## config.mk

```make
export PLATFORM = sky130hd
export DESIGN_NAME = xadc_scan_controller
export DESIGN_NICKNAME = d
export VERILOG_FILES = /design/src/rtl/xadc_scan_controller.sv
export SDC_FILE = /design/constraint.sdc
export NUM_CORES = 1
export LEC_CHECK = 0
export BUFFER_PORTS_ARGS = -buffer_cell sky130_fd_sc_hd__buf_2
export CAP_MARGIN = 20
export CORE_MARGIN = 10
export CORE_UTILIZATION = 51
export CTS_CLUSTER_DIAMETER = 50
export DETAILED_ROUTE_END_ITERATION = 12
export GPL_ROUTABILITY_DRIVEN = 0
export PLACE_DENSITY = 0.79
export SKIP_LAST_GASP = 1
export SLEW_MARGIN = 20
export SYNTH_ARGS = -nofsm -noshare
export SYNTH_HDL_FRONTEND = slang
export SYNTH_SLANG_ARGS = --single-unit
```

## constraint.sdc

```tcl
create_clock -name Clk_i -period 2.3 [get_ports Clk_i]
set_clock_uncertainty 0.05 [all_clocks]
set_input_delay 0.345 -clock Clk_i [delete_from_list [all_inputs] [get_ports Clk_i]]
set_output_delay 0.345 -clock Clk_i [all_outputs]
set_load 0.02 [all_outputs]
```

## src/rtl/xadc_scan_controller.sv

```systemverilog
// xadc_scan_controller: sequences XADC DRP config/convert/read for NCH aux channels
// Ports:
//   Clk_i, Reset_n_i (async active-low), Trigger_i (scan start pulse)
//   ADC_Busy_i, ADC_EOC_i, Data_Rdy_i, ADC_Data_in_i : XADC BUSY/EOC/DRDY/DO
//   Data_En_o, Data_Wr_o, ADC_SC_o, ADC_Address_o, ADC_Data_wr_o : XADC DEN/DWE/CONVST/DADDR/DI
//   Ch_Data_o (12 bits per channel), Ch_Valid_o (sticky per channel)
//   Scan_Done_o, Scan_Busy_o, Overrun_o, Timeout_Err_o : status
// Define XADC_AVG_EN to store the running average (old+new)>>1 instead of the raw sample.
module xadc_scan_controller #(
  parameter int          NCH          = 4,
  parameter int          FIRST_AUX    = 6,
  parameter int          TIMEOUT_CLKS = 4096,
  parameter logic [10:0] CFG0_UPPER   = 11'h000
) (
  input  logic              Clk_i,
  input  logic              Reset_n_i,
  input  logic              Trigger_i,
  input  logic              ADC_Busy_i,
  input  logic              ADC_EOC_i,
  input  logic              Data_Rdy_i,
  input  logic [15:0]       ADC_Data_in_i,
  output logic              Data_En_o,
  output logic              Data_Wr_o,
  output logic              ADC_SC_o,
  output logic [6:0]        ADC_Address_o,
  output logic [15:0]       ADC_Data_wr_o,
  output logic [12*NCH-1:0] Ch_Data_o,
  output logic [NCH-1:0]    Ch_Valid_o,
  output logic              Scan_Done_o,
  output logic              Scan_Busy_o,
  output logic              Overrun_o,
  output logic              Timeout_Err_o
);
  localparam int KW = (NCH > 1) ? $clog2(NCH) : 1;
  localparam int TW = $clog2(TIMEOUT_CLKS + 1);
  typedef enum logic [2:0] {IDLE, CFG_WR, CFG_WAIT, CONV, WAIT_EOC, RD, RD_WAIT, NEXT} state_t;
  state_t            state_q, state_d;
  logic [KW-1:0]     k_q, k_d;
  logic [TW-1:0]     wcnt_q, wcnt_d;
  logic              den_q, den_d, dwe_q, dwe_d, sc_q, sc_d;
  logic              done_q, done_d, ovr_q, ovr_d, tmo_q, tmo_d;
  logic [6:0]        addr_q, addr_d;
  logic [15:0]       di_q, di_d;
  logic [12*NCH-1:0] ch_q, ch_d;
  logic [NCH-1:0]    vld_q, vld_d;
  logic              waiting, evt, load;
  logic [11:0]       smp;
  logic [4:0]        cfg_ch;
  logic [6:0]        rd_addr;
  logic              unused_lsbs;
`ifdef XADC_AVG_EN
  logic [12:0]       avg_sum;
`endif
  assign waiting     = state_q inside {CFG_WAIT, WAIT_EOC, RD_WAIT};
  assign evt         = (state_q == WAIT_EOC) ? ADC_EOC_i : Data_Rdy_i;
  assign smp         = ADC_Data_in_i[15:4];
  assign unused_lsbs = ^ADC_Data_in_i[3:0];
  // Addresses follow the channel about to be accessed, since outputs are registered from next state.
  assign cfg_ch      = 5'(16 + FIRST_AUX) + 5'(k_d);
  assign rd_addr     = 7'(16 + FIRST_AUX) + 7'(k_d);
  always_comb begin
    state_d = state_q;
    k_d     = k_q;
    wcnt_d  = waiting ? wcnt_q + 1'b1 : '0;
    ch_d    = ch_q;
    vld_d   = vld_q;
    done_d  = 1'b0;
    tmo_d   = tmo_q;
    ovr_d   = ovr_q | (Trigger_i && state_q != IDLE);
    load    = 1'b0;
`ifdef XADC_AVG_EN
    avg_sum = '0;
`endif
    case (state_q)
      IDLE:     if (Trigger_i && !ADC_Busy_i) begin
                  state_d = CFG_WR;
                  k_d     = '0;
                end
      CFG_WR:   state_d = CFG_WAIT;
      CFG_WAIT: if (Data_Rdy_i) state_d = CONV;
      CONV:     state_d = WAIT_EOC;
      WAIT_EOC: if (ADC_EOC_i) state_d = RD;
      RD:       state_d = RD_WAIT;
      RD_WAIT:  if (Data_Rdy_i) begin
                  state_d = NEXT;
                  load    = 1'b1;
                end
      NEXT:     if (k_q == KW'(NCH - 1)) begin
                  state_d = IDLE;
                  done_d  = 1'b1;
                end else begin
                  state_d = CFG_WR;
                  k_d     = k_q + 1'b1;
                end
    endcase
    // Counter value TIMEOUT_CLKS-1 here means this edge would make TIMEOUT_CLKS idle cycles.
    if (waiting && !evt && wcnt_q == TW'(TIMEOUT_CLKS - 1)) begin
      state_d = IDLE;
      tmo_d   = 1'b1;
    end
    for (int c = 0; c < NCH; c++) begin
      if (load && k_q == KW'(c)) begin
`ifdef XADC_AVG_EN
        avg_sum          = {1'b0, ch_q[12*c +: 12]} + {1'b0, smp};
        ch_d[12*c +: 12] = vld_q[c] ? avg_sum[12:1] : smp;
`else
        ch_d[12*c +: 12] = smp;
`endif
        vld_d[c] = 1'b1;
      end
    end
    den_d  = state_d inside {CFG_WR, RD};
    dwe_d  = state_d == CFG_WR;
    sc_d   = state_d == CONV;
    addr_d = (state_d == CFG_WR) ? 7'h40 : (state_d == RD) ? rd_addr : '0;
    di_d   = (state_d == CFG_WR) ? {CFG0_UPPER, cfg_ch} : '0;
  end
  always_ff @(posedge Clk_i or negedge Reset_n_i) begin
    if (!Reset_n_i) begin
      state_q <= IDLE;
      k_q     <= '0;
      wcnt_q  <= '0;
      den_q   <= 1'b0;
      dwe_q   <= 1'b0;
      sc_q    <= 1'b0;
      done_q  <= 1'b0;
      ovr_q   <= 1'b0;
      tmo_q   <= 1'b0;
      addr_q  <= '0;
      di_q    <= '0;
      ch_q    <= '0;
      vld_q   <= '0;
    end else begin
      state_q <= state_d;
      k_q     <= k_d;
      wcnt_q  <= wcnt_d;
      den_q   <= den_d;
      dwe_q   <= dwe_d;
      sc_q    <= sc_d;
      done_q  <= done_d;
      ovr_q   <= ovr_d;
      tmo_q   <= tmo_d;
      addr_q  <= addr_d;
      di_q    <= di_d;
      ch_q    <= ch_d;
      vld_q   <= vld_d;
    end
  end
  assign Data_En_o     = den_q;
  assign Data_Wr_o     = dwe_q;
  assign ADC_SC_o      = sc_q;
  assign ADC_Address_o = addr_q;
  assign ADC_Data_wr_o = di_q;
  assign Ch_Data_o     = ch_q;
  assign Ch_Valid_o    = vld_q;
  assign Scan_Done_o   = done_q;
  assign Scan_Busy_o   = state_q != IDLE;
  assign Overrun_o     = ovr_q;
  assign Timeout_Err_o = tmo_q;
endmodule

```

==> results by group <==
Route
  – Routed WL: 7.34 mm
  – Remaining DRCs: 0
  – Via density per instance: 5.12
  – DRT Pass-1 Iters: 4
  – Final ANT Viol Nets: 0
  – Initial detailed-routing violation count: 49
  – Via count: 2292
  – Per-cell routed wire length: 16.4 microns

Global route
  – GRT Total Usage: 14.0%
  – Initial antenna violation count: 0
  – Global-route wire length before repair: 11.8 mm
  – Number of global-route vias before repair: 2470
  – Largest net degree at the start of global routing: 45
  – Grt total ovfl: 0

Timing
  – Final worst path period share: 91.1%
  – Final hold slack: 0.209 ns
  – Fin Setup TNS: 0 ns
  – FMAX: 477 MHz
  – Worst slew pin tran: 0.656 ns
  – RSZ-0062 raised after global routing: no
  – Number of setup violations in the final report: 0
  – Worst setup margin: 0.205 ns
  – Final hold violation count: 0
  – Slew headroom: 56.0%
  – Post-layout min period: 2.09 ns
  – Max-slew violations: 0

Final layout
  – # diodes: 0
  – Post-Layout Cell Count: 448
  – Synthesis-to-finish area growth: 20.4%
  – Layout cells sized above 1: 47.8%
  – Fin nets: 390

Critical path
  – Startpoint types: flop
  – Crit path max-delay cell type: dfrtp_1
  – RR Startpoint: state_q[0]
  – Worst-path cell chain: inv_1 -> ha_1 -> a2111oi_4 -> nand3_1 -> o21ai_1 -> nor4_1
  – Worst path arrival time: 2.24 ns
  – Critical setup path kind: reg2reg
  – Reg2reg setup slack: 0.21 ns
  – Worst path required time: 2.45 ns
  – Crit-path max cell delay: 0.42 ns
  – Crit path launch: state_q[0]
  – CP max FO: 9
  – CP endpoint kind: flop
  – CP Buf/Inv Count: 1
  – Cell family with most CP delay: compound AO/OA/AOI/OAI gates

CTS
  – Clk root buf: clkbuf_8
  – Post-CTS Repair Setup Buffers: 0
  – CTS tree: yes
  – Worst skew pair latency: 0.34 ns
  – CTS buffer count: 9
  – CTS max path bufs: 2
  – Reg clk slew, reported paths: 0.08 ns
  – Clk sink count: 83
  – Maximum level of the CTS H-tree: 3

Place
  – Number of port buffers: 87
  – Pre-CTS setup slack: 0.204 ns
  – Post-DP HPWL: 5.50 mm
  – Placed Instances: 431

Worst hold path
  – Hold Crit Class: in2reg
  – Hold_sp: Trigger_i

Synth
  – Compound-Gate Fraction of Synth Area: 4.07%
  – Simple-gate area share of the yosys netlist: 11.3%
  – Largest family of logic cells by synthesized area: multiplexers
  – Seq/Total Area, Yosys: 59.2%
  – XOR/XNOR Fraction of Synth Area: 2.25%
  – Synth cell types: 40
  – Synth warn: 0
  – Synth Area in Adders: 1.78%
  – Post-Syn Instances: 268
  – Post-synthesis cell area: 3510 sq um
  – Multiplexer share of the synthesized area: 15.7%
  – Number of synthesized register bits: 83
  – Syn_area_per_cell: 13.1 sq um

Pwr
  – Internal power: 3.25 mW
  – Leak: 2.16 nW
  – Peak VDD IR: 0.587 mV
  – Comb power frac: 40.4%
  – Sequential group share of total power: 40.2%
  – Net Sw Power: 2.10 mW
  – Switching Fraction: 39.3%
  – Clock share of power: 19.4%
  – Pwr/cell area: 1270 nW/um^2

Run
  – Max Cap Viol: 0

Die
  – Die ar.: 10600 sq um
  – Std cell rows: 30
  – Initial core utilization: 51.9%
  – DIE WIDTH: 103 microns
  – Die height: 103 microns
  – Ports: 104
  – Core Area: 6760 sq um

Outcome
  – Status: complete, no violations
registers in the layout (all words and copies together) (netlist names), 2 cells and up:
name / flops
ADC_Address_o: 5
Ch_Valid_o: 4
ADC_Data_wr_o: 3
wcnt_q: 13
k_q: 2
Ch_Data_o: 48
state_q: 3
cell type report:
cell class,instances,area (sq um)
Timing Repair Buffer,96,533
Inverter,7,26.3
Clock inverter,7,76.3
Tap cell,80,100
Fill cell,559,2530
Multi-Input combinational cell,166,1290
Sequential cell,83,2080
Clock buffer,9,124
power by group through the flow:
stage	sequential [mW]	clock [mW]	combinational [mW]
final	2.15	1.04	2.16
after global routing	2.22	1.13	2.36
after CTS	2.16	1.06	2.19
after detailed placement	2.18	0	2.19
after global placement	2.16	0	2.13
after floorplan	2.61	0	1.06
what timing repair did:
action / in CTS / in global routing
endpoints found under the hold margin: 42 / 0
hold buffers: 1 / 0
gates resized for setup: 0 / 1
setup endpoints to repair: 0 / 1
synth_stat cells (all sizes together):
cell / count / area (sq um)
o22ai: 1 / 6.26
clkbuf: 1 / 3.75
mux2: 49 / 552
o21ai: 4 / 20.0
o211ai: 2 / 15.0
a21o: 1 / 7.51
xor2: 3 / 26.3
o221ai: 1 / 8.76
dfrtp: 83 / 2080
a21oi: 6 / 30.0
nor4: 6 / 37.5
nand3b: 1 / 7.51
o2bb2ai: 1 / 8.76
a21boi: 1 / 11.3
nand2b: 4 / 25.0
nor4b: 2 / 23.8
nand3: 7 / 35.0
conb: 1 / 3.75
or2b: 1 / 8.76
or3: 2 / 13.8
buf: 22 / 165
nand4: 1 / 12.5
xnor2: 6 / 52.6
nor3: 9 / 56.3
or4: 1 / 11.3
and2: 1 / 6.26
nor2b: 2 / 12.5
or2: 6 / 37.5
inv: 7 / 26.3
nand2: 8 / 30.0
ha: 5 / 62.6
nor2: 21 / 78.8
o21a: 1 / 7.51
a2111oi: 1 / 27.5
cell usage in the layout, fill, tap and decap left out, drive strengths merged, types with 3 or more instances in the layout:
| master | count |
|---|---|
| buf | 95 |
| dfrtp | 83 |
| mux2 | 49 |
| nor2 | 21 |
| conb | 12 |
| clkbuf | 9 |
| inv | 9 |
| nor3 | 9 |
| nand2 | 8 |
| nand3 | 7 |
| a21oi | 6 |
| or2 | 6 |
| xnor2 | 6 |
| nor4 | 6 |
| ha | 5 |
| nand2b | 4 |
| o21ai | 4 |
| xor2 | 3 |
| clkinv | 3 |
routing by layer:
| metal | track usage, % | part of all wire [%] | vias up | wire, microns |
|---|---|---|---|---|
| li1 | - | - | 1088 | - |
| met1 | 16.6 | 41 | 1131 | 3000 |
| met2 | 23.8 | 51 | 65 | 3760 |
| met3 | 3.89 | 6.8 | 8 | 497 |
| met4 | 5.13 | 1.2 | 0 | 86 |
| met5 | 0 | 0 | - | 0 |
path summary, 6_finish.rpt:
kind / endpoint / depth (start not counted)
worst max-delay path: ADC_Address_o[2] / 6
worst min-delay path: Overrun_o / 2
worst max register to register: ADC_Address_o[2] / 6
worst min register to register: Timeout_Err_o / 1
max in group asynchronous: Ch_Data_o[1] / 3
min in group asynchronous: Data_En_o / 2
cell families after synthesis:
family	count (synthesis)
AOI/OAI and AO/OA	19
xor gates and xnor gates	9
adders and majority gates	5
buffers and inverters	30
DFF	83
muxes	49
other	1
and+or+nand+nor	72
per-stage QoR:
| step | utilization, % | power, mW | area, sq um |
|---|---|---|---|
| 2_1_floorplan | - | 3.67 | 3550 |
| 4_1_cts | 62.4 | 5.41 | 4220 |
| 3_3_place_gp | 59.3 | 4.29 | 4010 |
| 5_1_grt | 62.5 | 5.71 | 4230 |
| 3_5_place_dp | 59.3 | 4.37 | 4010 |
| 6_report | 62.5 | 5.35 | 4230 |
(Power assumes the default switching activity.)
